===== src/rtl/mem_arbiter.sv =====
// Arbiter for the unified memory port: load/store has priority over fetch, with
// starvation relief for fetch and a watchdog that aborts unacknowledged accesses.
module mem_arbiter #(
  parameter int unsigned STARVE_MAX = 4,
  parameter int unsigned TIMEOUT    = 255
) (
  input  logic        clk,
  input  logic        rst_n,
  input  logic        i_req,
  input  logic [31:0] i_addr,
  output logic        i_ready,
  output logic [31:0] i_rdata,
  input  logic        d_req,
  input  logic        d_we,
  input  logic [3:0]  d_wstrb,
  input  logic [31:0] d_addr,
  input  logic [31:0] d_wdata,
  output logic        d_ready,
  output logic [31:0] d_rdata,
  output logic        m_req,
  output logic        m_we,
  output logic [3:0]  m_wstrb,
  output logic [31:0] m_addr,
  output logic [31:0] m_wdata,
  input  logic        m_ack,
  input  logic [31:0] m_rdata,
  output logic        bus_err
);

  localparam int unsigned AW = 32;
  localparam int unsigned DW = 32;
  localparam int unsigned SW = 4;
  localparam int unsigned CW = 4;
  localparam int unsigned WW = 8;

  typedef enum logic [1:0] {
    IDLE = 2'd0,
    BUSY = 2'd1,
    RESP = 2'd2
  } state_t;

  state_t         state;
  state_t         state_nxt;

  logic [CW-1:0]  starve_cnt;
  logic [CW-1:0]  starve_nxt;
  logic [WW-1:0]  wdog;
  logic [WW-1:0]  wdog_nxt;
  logic           gnt_d;
  logic           gnt_d_nxt;

  logic           i_ready_nxt;
  logic [DW-1:0]  i_rdata_nxt;
  logic           d_ready_nxt;
  logic [DW-1:0]  d_rdata_nxt;
  logic           m_req_nxt;
  logic           m_we_nxt;
  logic [SW-1:0]  m_wstrb_nxt;
  logic [AW-1:0]  m_addr_nxt;
  logic [DW-1:0]  m_wdata_nxt;
  logic           bus_err_nxt;

  logic           any_req;
  logic           pick_i;
  logic           starved;
  logic           wdog_hit;

  assign any_req  = i_req | d_req;
  assign starved  = (starve_cnt == CW'(STARVE_MAX));
  assign pick_i   = i_req & (~d_req | starved);
  assign wdog_hit = (wdog == WW'(TIMEOUT - 1));

  // State register
  always_ff @(posedge clk or negedge rst_n) begin
    if (!rst_n) begin
      state <= IDLE;
    end else begin
      state <= state_nxt;
    end
  end

  // Next-state logic
  always_comb begin
    state_nxt = state;
    case (state)
      IDLE:    if (any_req) state_nxt = BUSY;
      BUSY:    if (m_ack || wdog_hit) state_nxt = RESP;
      RESP:    state_nxt = IDLE;
      default: state_nxt = IDLE;
    endcase
  end

  // Next values of the registered outputs, counters and grant owner
  always_comb begin
    i_ready_nxt = 1'b0;
    d_ready_nxt = 1'b0;
    i_rdata_nxt = i_rdata;
    d_rdata_nxt = d_rdata;
    m_req_nxt   = m_req;
    m_we_nxt    = m_we;
    m_wstrb_nxt = m_wstrb;
    m_addr_nxt  = m_addr;
    m_wdata_nxt = m_wdata;
    bus_err_nxt = bus_err;
    starve_nxt  = starve_cnt;
    wdog_nxt    = wdog;
    gnt_d_nxt   = gnt_d;

    case (state)
      IDLE: begin
        wdog_nxt = '0;
        if (!i_req) starve_nxt = '0;
        if (any_req) begin
          m_req_nxt = 1'b1;
          if (pick_i) begin
            gnt_d_nxt   = 1'b0;
            m_we_nxt    = 1'b0;
            m_wstrb_nxt = '0;
            m_addr_nxt  = i_addr;
            m_wdata_nxt = '0;
            starve_nxt  = '0;
          end else begin
            gnt_d_nxt   = 1'b1;
            m_we_nxt    = d_we;
            m_wstrb_nxt = d_we ? d_wstrb : SW'(0);
            m_addr_nxt  = d_addr;
            m_wdata_nxt = d_wdata;
            // Only data wins that hold off a waiting fetch count toward starvation
            if (i_req && !starved) starve_nxt = starve_cnt + CW'(1);
          end
        end
      end

      BUSY: begin
        if (m_ack) begin
          m_req_nxt = 1'b0;
          wdog_nxt  = '0;
          if (gnt_d) begin
            d_ready_nxt = 1'b1;
            d_rdata_nxt = m_rdata;
          end else begin
            i_ready_nxt = 1'b1;
            i_rdata_nxt = m_rdata;
          end
        end else if (wdog_hit) begin
          m_req_nxt   = 1'b0;
          wdog_nxt    = '0;
          bus_err_nxt = 1'b1;
          if (gnt_d) begin
            d_ready_nxt = 1'b1;
            d_rdata_nxt = '0;
          end else begin
            i_ready_nxt = 1'b1;
            i_rdata_nxt = '0;
          end
        end else begin
          wdog_nxt = wdog + WW'(1);
        end
      end

      default: ;
    endcase
  end

  // Output and bookkeeping registers
  always_ff @(posedge clk or negedge rst_n) begin
    if (!rst_n) begin
      i_ready    <= 1'b0;
      i_rdata    <= '0;
      d_ready    <= 1'b0;
      d_rdata    <= '0;
      m_req      <= 1'b0;
      m_we       <= 1'b0;
      m_wstrb    <= '0;
      m_addr     <= '0;
      m_wdata    <= '0;
      bus_err    <= 1'b0;
      starve_cnt <= '0;
      wdog       <= '0;
      gnt_d      <= 1'b0;
    end else begin
      i_ready    <= i_ready_nxt;
      i_rdata    <= i_rdata_nxt;
      d_ready    <= d_ready_nxt;
      d_rdata    <= d_rdata_nxt;
      m_req      <= m_req_nxt;
      m_we       <= m_we_nxt;
      m_wstrb    <= m_wstrb_nxt;
      m_addr     <= m_addr_nxt;
      m_wdata    <= m_wdata_nxt;
      bus_err    <= bus_err_nxt;
      starve_cnt <= starve_nxt;
      wdog       <= wdog_nxt;
      gnt_d      <= gnt_d_nxt;
    end
  end

endmodule


===== config.mk =====
export PLATFORM = sky130hd
export DESIGN_NAME = mem_arbiter
export DESIGN_NICKNAME = d
export VERILOG_FILES = /design/src/rtl/mem_arbiter.sv
export SDC_FILE = /design/constraint.sdc
export NUM_CORES = 1
export LEC_CHECK = 0
export CAP_MARGIN = 20
export CELL_PAD_IN_SITES_DETAIL_PLACEMENT = 1
export CELL_PAD_IN_SITES_GLOBAL_PLACEMENT = 1
export CORE_MARGIN = 2
export CORE_UTILIZATION = 32
export CTS_CLUSTER_DIAMETER = 200
export DETAILED_ROUTE_END_ITERATION = 12
export GPL_TIMING_DRIVEN = 1
export PLACE_DENSITY_LB_ADDON = 0.1
export SETUP_SLACK_MARGIN = 0.1
export SYNTH_ARGS = -nofsm -noshare
export SYNTH_HDL_FRONTEND = slang
export SYNTH_SLANG_ARGS = --single-unit

===== constraint.sdc =====
create_clock -name clk -period 1.7 [get_ports clk]
set_input_delay 0.425 -clock clk [delete_from_list [all_inputs] [get_ports clk]]
set_output_delay 0.425 -clock clk [all_outputs]
set_load 0.005 [all_outputs]

==> flow_metrics.env <==
export IMPL_synthArstFlopShare=1.000
export IMPL_synth_area_leaders="dfrtp_1 (57%), o2bb2ai_2 (7.7%), nand2_1 (6.6%)"
export IMPL_final_max_slew_violation_count=0
export IMPL_relSlewSlack=0.6368
export IMPL_drive_gt1_frac=0.2365
export IMPL_fp_dieArea_mm2=0.02200
export IMPL_cts_buffer_depth=2
export IMPL_ys_seq_area_frac=0.5706
export IMPL_via_per_inst=4.968
export IMPL_cts_buffers=17
export IMPL_io_pins=275
export IMPL_dr_pass1_iters=4
export IMPL_synth_ff_latch_count=152
export IMPL_maxCapViolCount=0
export IMPL_dieHeight_um=148.3
export IMPL_placed_area_mm2=0.009983
export IMPL_final_nets=1076
export IMPL_met3_usage=0.04693
export IMPL_synth_edff_count=0
export IMPL_regArea_mm2=0.003805
export IMPL_grt_first_pass_wirelength_um=36110
export IMPL_routed_wl_um=23810
export IMPL_worst_skew_pair_late_latency_ns=0.43
export IMPL_setup_viol=0
export IMPL_period_needed_ns=1.610
export IMPL_syn_inst=606
export IMPL_path_buf_inv=2
export IMPL_dr_first_iter_drc_count=198
export IMPL_rsz0062_at_grt="true"
export IMPL_leakage_nw=5.168
export IMPL_mostFrequentLayoutCell="dfrtp_1"
export IMPL_grt_busiest_layer="met2"
export IMPL_cpLargestDelayFamily="compound AO/OA/AOI/OAI gates"
export IMPL_clock_fmax_mhz=621.3
export IMPL_path_class="reg -> reg"
export IMPL_grt_usage=0.2107
export IMPL_die_w_um=148.3
export IMPL_clock_skew_ns=0.009661
export IMPL_power_density_mw_per_mm2=1639
export IMPL_num_rows=52
export IMPL_synth_top_area_frac=0.5706
export IMPL_critPathMaxFanout=12
export IMPL_cts_sinks=152
export IMPL_final_cell_mix="dfrtp_1 (151), dlygate4sd2_1 (137), clkdlybuf4s50_1 (136)"
export IMPL_htree_levels=4
export IMPL_n_antenna_cell=0
export IMPL_clkTransAtPathRegs_ns=0.07
export IMPL_coreArea_mm2=0.02036
export IMPL_max_stage_delay_ns=0.37
export IMPL_gr_total_overflow=0
export IMPL_hp_class="in -> async"
export IMPL_synth_main_ff_cell="dfrtp_1"
export IMPL_r2r_worst_path_cells=7
export IMPL_hpwl_um=16310
export IMPL_grt_max_degree=97
export IMPL_synth_avg_cell_area_um2=11.00
export IMPL_areaGrowthSynthToFinish_pct=66.50
export IMPL_yosysTopAreaCell="dfrtp_1"
export IMPL_total_power_mw=18.19
export IMPL_io_buffer_count=274
export IMPL_fin_hold_ws_ns=0.3421
export IMPL_fin_crit_sh=0.9468
export IMPL_grt_use_met2=0.3646
export IMPL_drcViolationCount=0
export IMPL_cts_root_buffer="clkbuf_16"
export IMPL_worst_pin_slew_ns=0.5448
export IMPL_num_vias=6046
export IMPL_dp_slack_ns=-0.2265
export IMPL_routedWlPerCell_um=19.56
export IMPL_r2r_slack_ns=0.09
export IMPL_r2r_end="m_addr[0]"
export IMPL_slowest_stage="dfrtp_1"
export IMPL_multi_input_area_mm2=0.002820
export IMPL_crit_reg2reg_launch="starve_cnt[1]"
export IMPL_mappedNetlistArea_mm2=0.006666
export IMPL_timing_final_hold_violations=0
export IMPL_worst_endpoint_required_ns=2.01
export IMPL_ys_warnings_count=0
export IMPL_postLayoutSetupSlackWorst_ns=0.09048
export IMPL_place_congestion=0.7732
export IMPL_peakVddDrop_v=0.0007933
export IMPL_antenna_found_initial=0
export IMPL_grt_pass1_vias=6605
export IMPL_cp_cell_sequence="inv_2 -> ha_4 -> and3b_2 -> o21a_4 -> buf_12 -> a21oi_2 -> a21oi_1"
export IMPL_synth_distinct_cells=45
export IMPL_endpoint_kind="flip-flop"
export IMPL_syn_nets=748
export IMPL_ant_nets=0
export IMPL_n_fill_cell=2209
export IMPL_cts_tree="built"
export IMPL_grt_use_met1=0.2559
export IMPL_stdcell_area_mm2=0.01110
export IMPL_worstSetupStartpointType="flip-flop"
export IMPL_status="completed"
export IMPL_critPathArrivalTime_ns=1.92
export IMPL_initial_core_util=0.3274
## how the worst max path moves through the flow
stage | from | endpoint | slack [ns] | depth (start not counted)
after global routing | starve_cnt[1] | m_addr[14] | -0.008 | 8
after global placement | m_ack | wdog[3] | -0.16 | 5
after floorplan | starve_cnt[0] | m_addr[14] | 0.19 | 8
after CTS | wdog[0] | d_rdata[31] | 0.09 | 7
after detailed placement | d_req | m_addr[17] | -0.23 | 6
final | starve_cnt[1] | m_addr[0] | 0.09 | 7
## synth_stat cells (9+ instances only)
cell       count
nand3_1       37
o21ai_0       12
nand2_2       10
clkbuf_1      14
o2bb2ai_1     21
nand2_1      118
buf_2         20
a32o_1        10
dfrtp_1      152
o2bb2ai_2     34
a21oi_1       66
nand2_4       17
nor2_1        36
inv_1          9
## flip-flops by register name, summed over array words and instances (netlist names)
register / flops
d_ready: 1
m_addr: 32
d_rdata: 32
i_ready: 1
starve_cnt: 4
i_rdata: 32
gnt_d: 1
bus_err: 1
m_req: 1
m_wstrb: 4
m_wdata: 32
state: 2
wdog: 8
m_we: 1
## metrics by stage
| stage | setup TNS [ns] | std cells | util |
|---|---|---|---|
| after floorplan | 0 | 606 | - |
| after global placement | -9.509 | 1142 | 0.4902 |
| after detailed placement | -13.93 | 1142 | 0.4902 |
| after CTS | 0 | 1203 | 0.5235 |
| after global routing | -0.008433 | 1217 | 0.5450 |
| final | 0 | 1217 | 0.5450 |
## cells by family after synthesis
logic type,Yosys count,synth area share
and+or+nand+nor,232,0.1699
buffers and inverters,54,0.04617
AOI/OAI and AO/OA,162,0.2033
adders and majority gates,4,0.007508
xor gates and xnor gates,2,0.002628
DFF,152,0.5706
## per-layer routing
| layer | wire length (um) | vias to the layer above |
|---|---|---|
| li1 | - | 2765 |
| met1 | 9686 | 3053 |
| met2 | 12250 | 188 |
| met3 | 1143 | 40 |
| met4 | 728 | 0 |
| met5 | 0 | - |
## worst reg2reg max path: cells and delay by family, from the launching register on
family                   cells  cell delay, ns
adder cells (fa/ha/maj)      1            0.15
buffers and inverters        2            0.23
AND/OR/NAND/NOR              1            0.25
flip-flops                   1            0.37
AO/OA/AOI/OAI                3            0.49
## layout make-up
type / instances / share of cell area
clock buffer: 17 / 0.03833
clock inverter: 15 / 0.01499
inverter: 10 / 0.003382
multi-input combinational: 400 / 0.2541
sequential: 152 / 0.3428
tap: 270 / 0.03044
timing repair buffer: 353 / 0.3160
## where the power goes
group,switching [mW],total (mW),internal (mW)
Clock,1.64,3.83,2.19
Combinational,3.96,8.27,4.32
Sequential,0.905,6.08,5.18
## what timing repair did
action,CTS,global route
pin swaps,1,18
hold endpoints to repair,12,0
gates resized for setup,147,56
hold buffers,1,0
endpoints found under the setup margin,211,116
setup buffers,28,9
gates cloned,0,5
Power figures use the tool's default switching activity.
